File: config.mk
export PLATFORM = sky130hd
export DESIGN_NAME = logic_gates_seq_ctrl
export DESIGN_NICKNAME = d
export VERILOG_FILES = /design/src/rtl/logic_gates_seq_ctrl.sv
export SDC_FILE = /design/constraint.sdc
export NUM_CORES = 1
export LEC_CHECK = 0
export ABC_AREA = 1
export BUFFER_PORTS_ARGS = -buffer_cell sky130_fd_sc_hd__buf_2
export CORE_UTILIZATION = 50
export CTS_CLUSTER_SIZE = 40
export DETAILED_ROUTE_END_ITERATION = 16
export PLACE_DENSITY = 0.73
export SYNTH_ARGS = -nofsm -noshare
export SYNTH_HDL_FRONTEND = slang
export SYNTH_SLANG_ARGS = --single-unit
File: constraint.sdc
create_clock -name iClk -period 4.6 [get_ports iClk]
set_clock_uncertainty 0.05 [all_clocks]
set_input_delay 0.69 -clock iClk [delete_from_list [all_inputs] [get_ports iClk]]
set_output_delay 0.69 -clock iClk [all_outputs]
set_load 0.1 [all_outputs]
File: src/rtl/logic_gates_seq_ctrl.sv
// Self-test sequencer for a two-input gate block.
// Walks the four input vectors and checks And/Or/Not outputs.
module logic_gates_seq_ctrl #(
  parameter int HOLD_CYCLES = 4,
  parameter int CNT_W       = 8
) (
  input  logic       iClk,
  input  logic       iRst,
  input  logic       iStart,
  input  logic       iAbort,
  input  logic       iAnd,
  input  logic       iOr,
  input  logic       iNot,
  output logic       oA,
  output logic       oB,
  output logic [1:0] oVecIdx,
  output logic       oBusy,
  output logic       oDone,
  output logic       oPass,
  output logic [3:0] oErrMap
);

  typedef enum logic [1:0] {
    IDLE,
    RUN,
    DONE
  } state_t;

  localparam logic [CNT_W-1:0] LAST =
    CNT_W'(HOLD_CYCLES - 1);

  state_t           state;
  logic [CNT_W-1:0] holdCnt;
  logic             sampleNow;
  logic             mismatch;
  logic [3:0]       errNext;
  logic [1:0]       idxNext;

  // Compare gate outputs with golden values of the vector on oA/oB
  always_comb begin
    sampleNow = (holdCnt == LAST);
    mismatch  = (iAnd != (oA & oB))
              | (iOr  != (oA | oB))
              | (iNot != ~oA);
    errNext   = oErrMap;
    errNext[oVecIdx] = oErrMap[oVecIdx] | mismatch;
    idxNext   = oVecIdx + 2'd1;
  end

  // Sequencer FSM with registered outputs
  always_ff @(posedge iClk) begin
    if (iRst) begin
      state   <= IDLE;
      holdCnt <= '0;
      oA      <= 1'b0;
      oB      <= 1'b0;
      oVecIdx <= 2'd0;
      oBusy   <= 1'b0;
      oDone   <= 1'b0;
      oPass   <= 1'b0;
      oErrMap <= 4'd0;
    end else begin
      oDone <= 1'b0;
      unique case (state)
        IDLE, DONE: begin
          if (iStart && !iAbort) begin
            state   <= RUN;
            holdCnt <= '0;
            oA      <= 1'b0;
            oB      <= 1'b0;
            oVecIdx <= 2'd0;
            oBusy   <= 1'b1;
            oPass   <= 1'b0;
            oErrMap <= 4'd0;
          end
        end
        RUN: begin
          if (iAbort) begin
            state   <= IDLE;
            holdCnt <= '0;
            oA      <= 1'b0;
            oB      <= 1'b0;
            oVecIdx <= 2'd0;
            oBusy   <= 1'b0;
            oPass   <= 1'b0;
          end else if (sampleNow) begin
            holdCnt <= '0;
            oErrMap <= errNext;
            if (oVecIdx == 2'd3) begin
              state   <= DONE;
              oA      <= 1'b0;
              oB      <= 1'b0;
              oVecIdx <= 2'd0;
              oBusy   <= 1'b0;
              oDone   <= 1'b1;
              oPass   <= (errNext == 4'd0);
            end else begin
              oVecIdx <= idxNext;
              oA      <= idxNext[0];
              oB      <= idxNext[1];
            end
          end else begin
            holdCnt <= holdCnt + 1'b1;
          end
        end
        default: state <= IDLE;
      endcase
    end
  end

endmodule

# Yosys cells after proc, flatten, opt, wreduce, memory -nomap -nowiden
# Cells that the tools add are included.
# totals
ff_bits	21
word_cells	88
# op_classes
addsub	2
order_cmp	2
eq_ne	12
n_mux	42
bitwise_logic	8
n_reduce_logical	13
# ops
cell	n
2-to-1 mux 8 bit	3
2-to-1 mux 1 bit	17
2-to-1 mux 2 bit	8
one-hot mux 8 bit (2 select lines)	1
2-to-1 mux 4 bit	3
adder 8 x 1 -> 8 bit, second input constant	1
equality test 8 x 2 -> 1 bit, second input constant	1
one-hot mux 1 bit (2 select lines)	4
one-hot mux 2 bit (2 select lines)	2
one-hot mux 4 bit (2 select lines)	1
AND reduction 4 bit	2
inequality test 2 bit, second input constant	3
inequality test 3 bit, second input constant	2
AND reduction 3 bit	2
bitwise mux 4 bit	1
equality test 2 bit, second input constant	2
zero test 4 bit	1
OR 1 bit	4
OR reduction 4 bit	1
less-than comparator 2 x 3 -> 1 bit, second input constant	1
inequality test 1 bit	3
NOT 1 bit	3
adder 2 x 1 -> 2 bit, second input constant	1
binary-select mux 1 bit (select 2 bit)	1
10 further kinds	11

# Longest topological paths before layout
# depth
word_depth	11
mapped_depth	12

# Least setup slack after synthesis
# Ideal clock, no wire load.
# synth_timing
path_kind	flip-flop to flip-flop
startpoint	reg oVecIdx[0]
endpoint	reg oErrMap[0]
setup_time_ns	0.070
arrival_ns	2.341
path_slack_ns	2.138
path_stages_with_launch	11
n_path_buf	0
synth_period_minus_slack_ns	2.462
path_cell_list	dfxtp_1 -> inv_1 -> ha_1 -> inv_1 -> nand2_1 -> nand2_1 -> nor2_1 -> nand3_1 -> mux2i_1 -> or2_0 -> a21oi_1
# synth_via
elab_chain_cells	8
elab_cells_between_ends	12
# synth_rtl
item	line	text
from (decl)	16	output logic [1:0] oVecIdx,
from (signal assigned)	98	oVecIdx <= idxNext;
less-than comparator 2 x 3 -> 1 bit (not written as such) or >= comparator 2 x 1 -> 1 bit (tied branches)	46	errNext[oVecIdx] = oErrMap[oVecIdx] | mismatch;
logical AND 1 bit (not written as such)	46	
2-to-1 mux 1 bit (not written as such)	46	
demux 1 bit (select 2 bit)	46	
bitwise mux 4 bit *	46	
2-to-1 mux 4 bit *	86	end else if (sampleNow) begin
2-to-1 mux 4 bit *	78	if (iAbort) begin
one-hot mux 4 bit (2 select lines) *	64	unique case (state)
to (signal assigned)	88	oErrMap <= errNext;
to (decl)	20	output logic [3:0] oErrMap
# Mark *: on every way between the ends. The rest lies on a longest branch, timed or not. The select of a mux whose other input is x is not followed.
# A chain may end at the register's enable or synchronous reset.

# Worst setup path after layout
# layout_timing
startpoint	reg oVecIdx[0]
endpoint	out oVecIdx[0]
# No word-level cell between the ends.

==> results summary <==
The flow ran to the end, and the final reports show no timing, DRC or antenna violations. The clock latency on the worst-skew pair is 300 ps. The largest buffer count on any clock path is 2. The register bit total from synthesis came out at 19. The cell with the largest stage delay on the worst path is sky130_fd_sc_hd__dfxtp_1.

The completed layout was analyzed and its total power is roughly 0.32 mW. TritonCTS built the clock tree. The total negative slack came out at 0 ps.

The wire length of the first global-routing pass is between 3 and 4 mm. The routed via count is between 1000 and 1500. The switching power share of the total is 0.321. Headroom to the max-slew limit came out at 0.677. The cell family contributing the most delay on the critical path is flip-flops. The via count of the first global-routing pass came out at roughly 900. The maximum resistive drop on vdd came out at roughly 0.0002 V. The total net switching power is just over 0.1 mW.

In this run the critical register-to-register path is launched from oVecIdx[0]. The share of power burned in registers came out at 0.536. The leakage component of the power is around 0.55 nW.

The net count of the mapped netlist is between 150 and 200. Summed over all layers, the global routing overflow is 0. The routed wirelength normalized by instance count came out at ~11 um. The slew at the pin closest to its max-slew limit is about 490 ps. The share of total power dissipated in the clock network is 0.267. In the synthesized netlist, the number of instances is between 150 and 200. In the post-synthesis netlist, the biggest area contributors are sky130_fd_sc_hd__dfxtp_1, sky130_fd_sc_hd__nand2_1, sky130_fd_sc_hd__inv_1. The post-DP HPWL came out at between 1.5 and 2 mm. The number of buffer and inverter instances along the worst setup path is 1. Setup repair after global routing left no endpoint under its margin. The area occupied by registers is about 380 um^2. Entering global routing, the biggest net connects 13 pins.

The proportion of power drawn by combinational gates came out at 0.197. The clock input transition at the sequential cells of the worst setup and hold paths is 110 ps. From synthesis to final layout, the design area changed by 11.9%.

The number of design-rule violations left by the first detailed-router iteration came out at 25. STA puts the critical path data arrival time at between 1000 and 1500 ps. The synthesized cell area is 0.00107 mm^2. The maximum single-stage delay on the critical path is about 500 ps. The area of the multi-input gates came out at just under 600 um^2.

The worst setup path is launched from a register. The type of element capturing the critical path is an output pin. The total count of max-transition violations in the final report is 0.

The die boundary height is approximately 48 um. Walking the worst path, the cells encountered are buf_2. The count of endpoints failing setup in the final report came out at 0. The count of port buffers added during placement came out at 17. The final cell area excluding filler cells is roughly 0.0012 mm^2. The average footprint of a synthesized cell is approximately 6.9 um^2. The number of nets still failing antenna checks after routing is 0.

For this design, the CTS-stage hold fixing added 0 buffers. The starting density of the core is 0.542. The power per unit of standard cell area is between 200 and 300 mW/mm^2. The remaining routing DRC violations is 0. The proportion of netlist area held by the largest area contributor is 0.354. The number of gates resized after CTS came out at 0. The number of levels the H-tree was split into came out at 1. The filler cell count came out at 190. The total wire length came out at 2.12 mm. For this run, the total global-route usage over all layers was measured as 0.189. The number of antenna violations at the first check in global routing came to 0. The total I/O pin count is 18. The number of buffers inserted during clock tree synthesis came out at 3. The number of antenna diodes in the final layout is 0. Of all cell types, the one taking the most synthesized area is sky130_fd_sc_hd__dfxtp_1.

The final-layout worst hold slack came out at 417 ps. The required time of the worst setup path is just under 4000 ps. Of the available clock period, the critical path in the final layout requires 0.437. The master cell of the clock root buffer is sky130_fd_sc_hd__clkbuf_4. Of all nets on the critical path, the largest fanout is 8.

The final number of hold-violating endpoints came to 0. The setup path with the least slack is of type register to output pin. The final RePlAce weighted congestion is roughly 0.84. Counting flops with a built-in enable in the synthesized netlist gives 0.

The area inside the core boundary is between 0.0015 and 0.002 mm^2. Dividing the detail-routed via count by the number of cells gives 5.06. For this run, the register share of the synthesized area comes to 0.354. The number of core rows is 16. The count of clock tree sinks came out at 19. Subtracting the final worst setup slack from the clock period gives 2010 ps.

The achievable clock frequency came out at about 500 MHz. Among all flip-flop cells after synthesis, the most frequent one is sky130_fd_sc_hd__dfxtp_1. The first-pass iteration count of the detailed router came out at 4. The Yosys warning count came out at 0. The internal power of the cells totals 0.216 mW. Counting flops with an async set or reset pin after synthesis yields a share of 0. The cell area after placement came out at 0.00117 mm^2. The post-layout net count came out at around 190.

The worst hold path begins at oBusy. The number of library cell types mapped by synthesis came out at 28. Once layout is complete, the utilization of the core stands at 0.607. The area of the die is ~0.0023 mm^2. The critical path starts at oVecIdx[0]. The die is 48.4 um wide. The ratio of cells with drive above 1 in the final layout came out at 0.185.

The number of violations of the max-capacitance limit came out at 0. The post-CTS setup buffer count is 0. In this run the worst hold path is classified as register to register.
cell usage after synthesis (all sizes together), types with 3 or more instances:
library cell / number
nand2: 44
inv: 26
dfxtp: 19
a21oi: 13
nand3: 13
nor2: 11
ha: 5
o21ai: 4
nand4: 3
nor4: 3
or2: 3
final cells by class:
class                      count  area share
timing repair buffer          17      0.0708
tap                           27      0.0281
inverter                      26      0.0812
sequential                    19       0.316
multi-input combinational    107       0.481
clock inverter                 1     0.00416
clock buffer                   3      0.0187
cell families (layout without fill, tap and decap cells):
group           count (synthesis)  count (layout)  synth area share
buf+inv                        29              47             0.108
simple gates                   79              79             0.353
xor+xnor                        1               1           0.00815
compound gates                 21              21             0.109
mux                             1               1           0.00931
fa+ha+maj                       5               5            0.0582
flops                          19              19             0.354
power by group through the flow:
stage,Clock (mW),Sequential (mW),Combinational [mW]
after detailed placement,0,0.175,0.0627
after global routing,0.0946,0.171,0.0681
after floorplan,0,0.185,0.0401
after global placement,0,0.174,0.0616
final,0.0849,0.171,0.0629
after CTS,0.0856,0.171,0.0630
placed cells by master, fill, tap and decap left out, types with 4 or more instances in the layout:
cell | synthesis | routed
sky130_fd_sc_hd__nor2_1 | 9 | 9
sky130_fd_sc_hd__inv_1 | 23 | 23
sky130_fd_sc_hd__dfxtp_1 | 19 | 19
sky130_fd_sc_hd__o21ai_0 | 4 | 4
sky130_fd_sc_hd__buf_2 | 0 | 17
sky130_fd_sc_hd__nand2_1 | 41 | 41
sky130_fd_sc_hd__ha_1 | 5 | 5
sky130_fd_sc_hd__a21oi_1 | 12 | 12
sky130_fd_sc_hd__nand3_1 | 13 | 13
state kept, by name, summed over array words and instances (netlist names):
register and cells:
holdCnt 8, oB 1, oBusy 1, oDone 1, oErrMap 4, oPass 1, oVecIdx 1, state 2
final timing paths:
kind | end | slack (ps) | cells after the start
setup / recovery | oVecIdx[0] | 2590 | 1
hold / removal | oBusy | 420 | 2
setup reg to reg | oPass | 2700 | 11
hold reg to reg | oBusy | 420 | 2
worst register-to-register path, cell delays in order (launching register included):
cell and delay [ps]:
sky130_fd_sc_hd__dfxtp_1 490, sky130_fd_sc_hd__inv_1 170, sky130_fd_sc_hd__ha_1 260, sky130_fd_sc_hd__nand2_1 60
sky130_fd_sc_hd__nand2_1 50, sky130_fd_sc_hd__nor2_1 110, sky130_fd_sc_hd__nand3_1 160, sky130_fd_sc_hd__nand2_1 100
sky130_fd_sc_hd__nand2_1 60, sky130_fd_sc_hd__nor2_1 130, sky130_fd_sc_hd__nand3_1 80, sky130_fd_sc_hd__a21oi_1 110
layer usage:
metal  track usage  up-vias  wire, um
met5             0        -         0
met4        0.0735        0        30
met3        0.0220        4        83
met2         0.343       19      1010
met1         0.225      453      1000
li1              -      536         -
stage by stage:
| stage | setup WS (ps) | std cells |
|---|---|---|
| floorplan | 2140 | 155 |
| global placement | 2700 | 196 |
| detailed placement | 2600 | 196 |
| CTS | 2590 | 200 |
| global route | 2480 | 200 |
| finish | 2590 | 200 |
(Power assumes the default switching activity.)
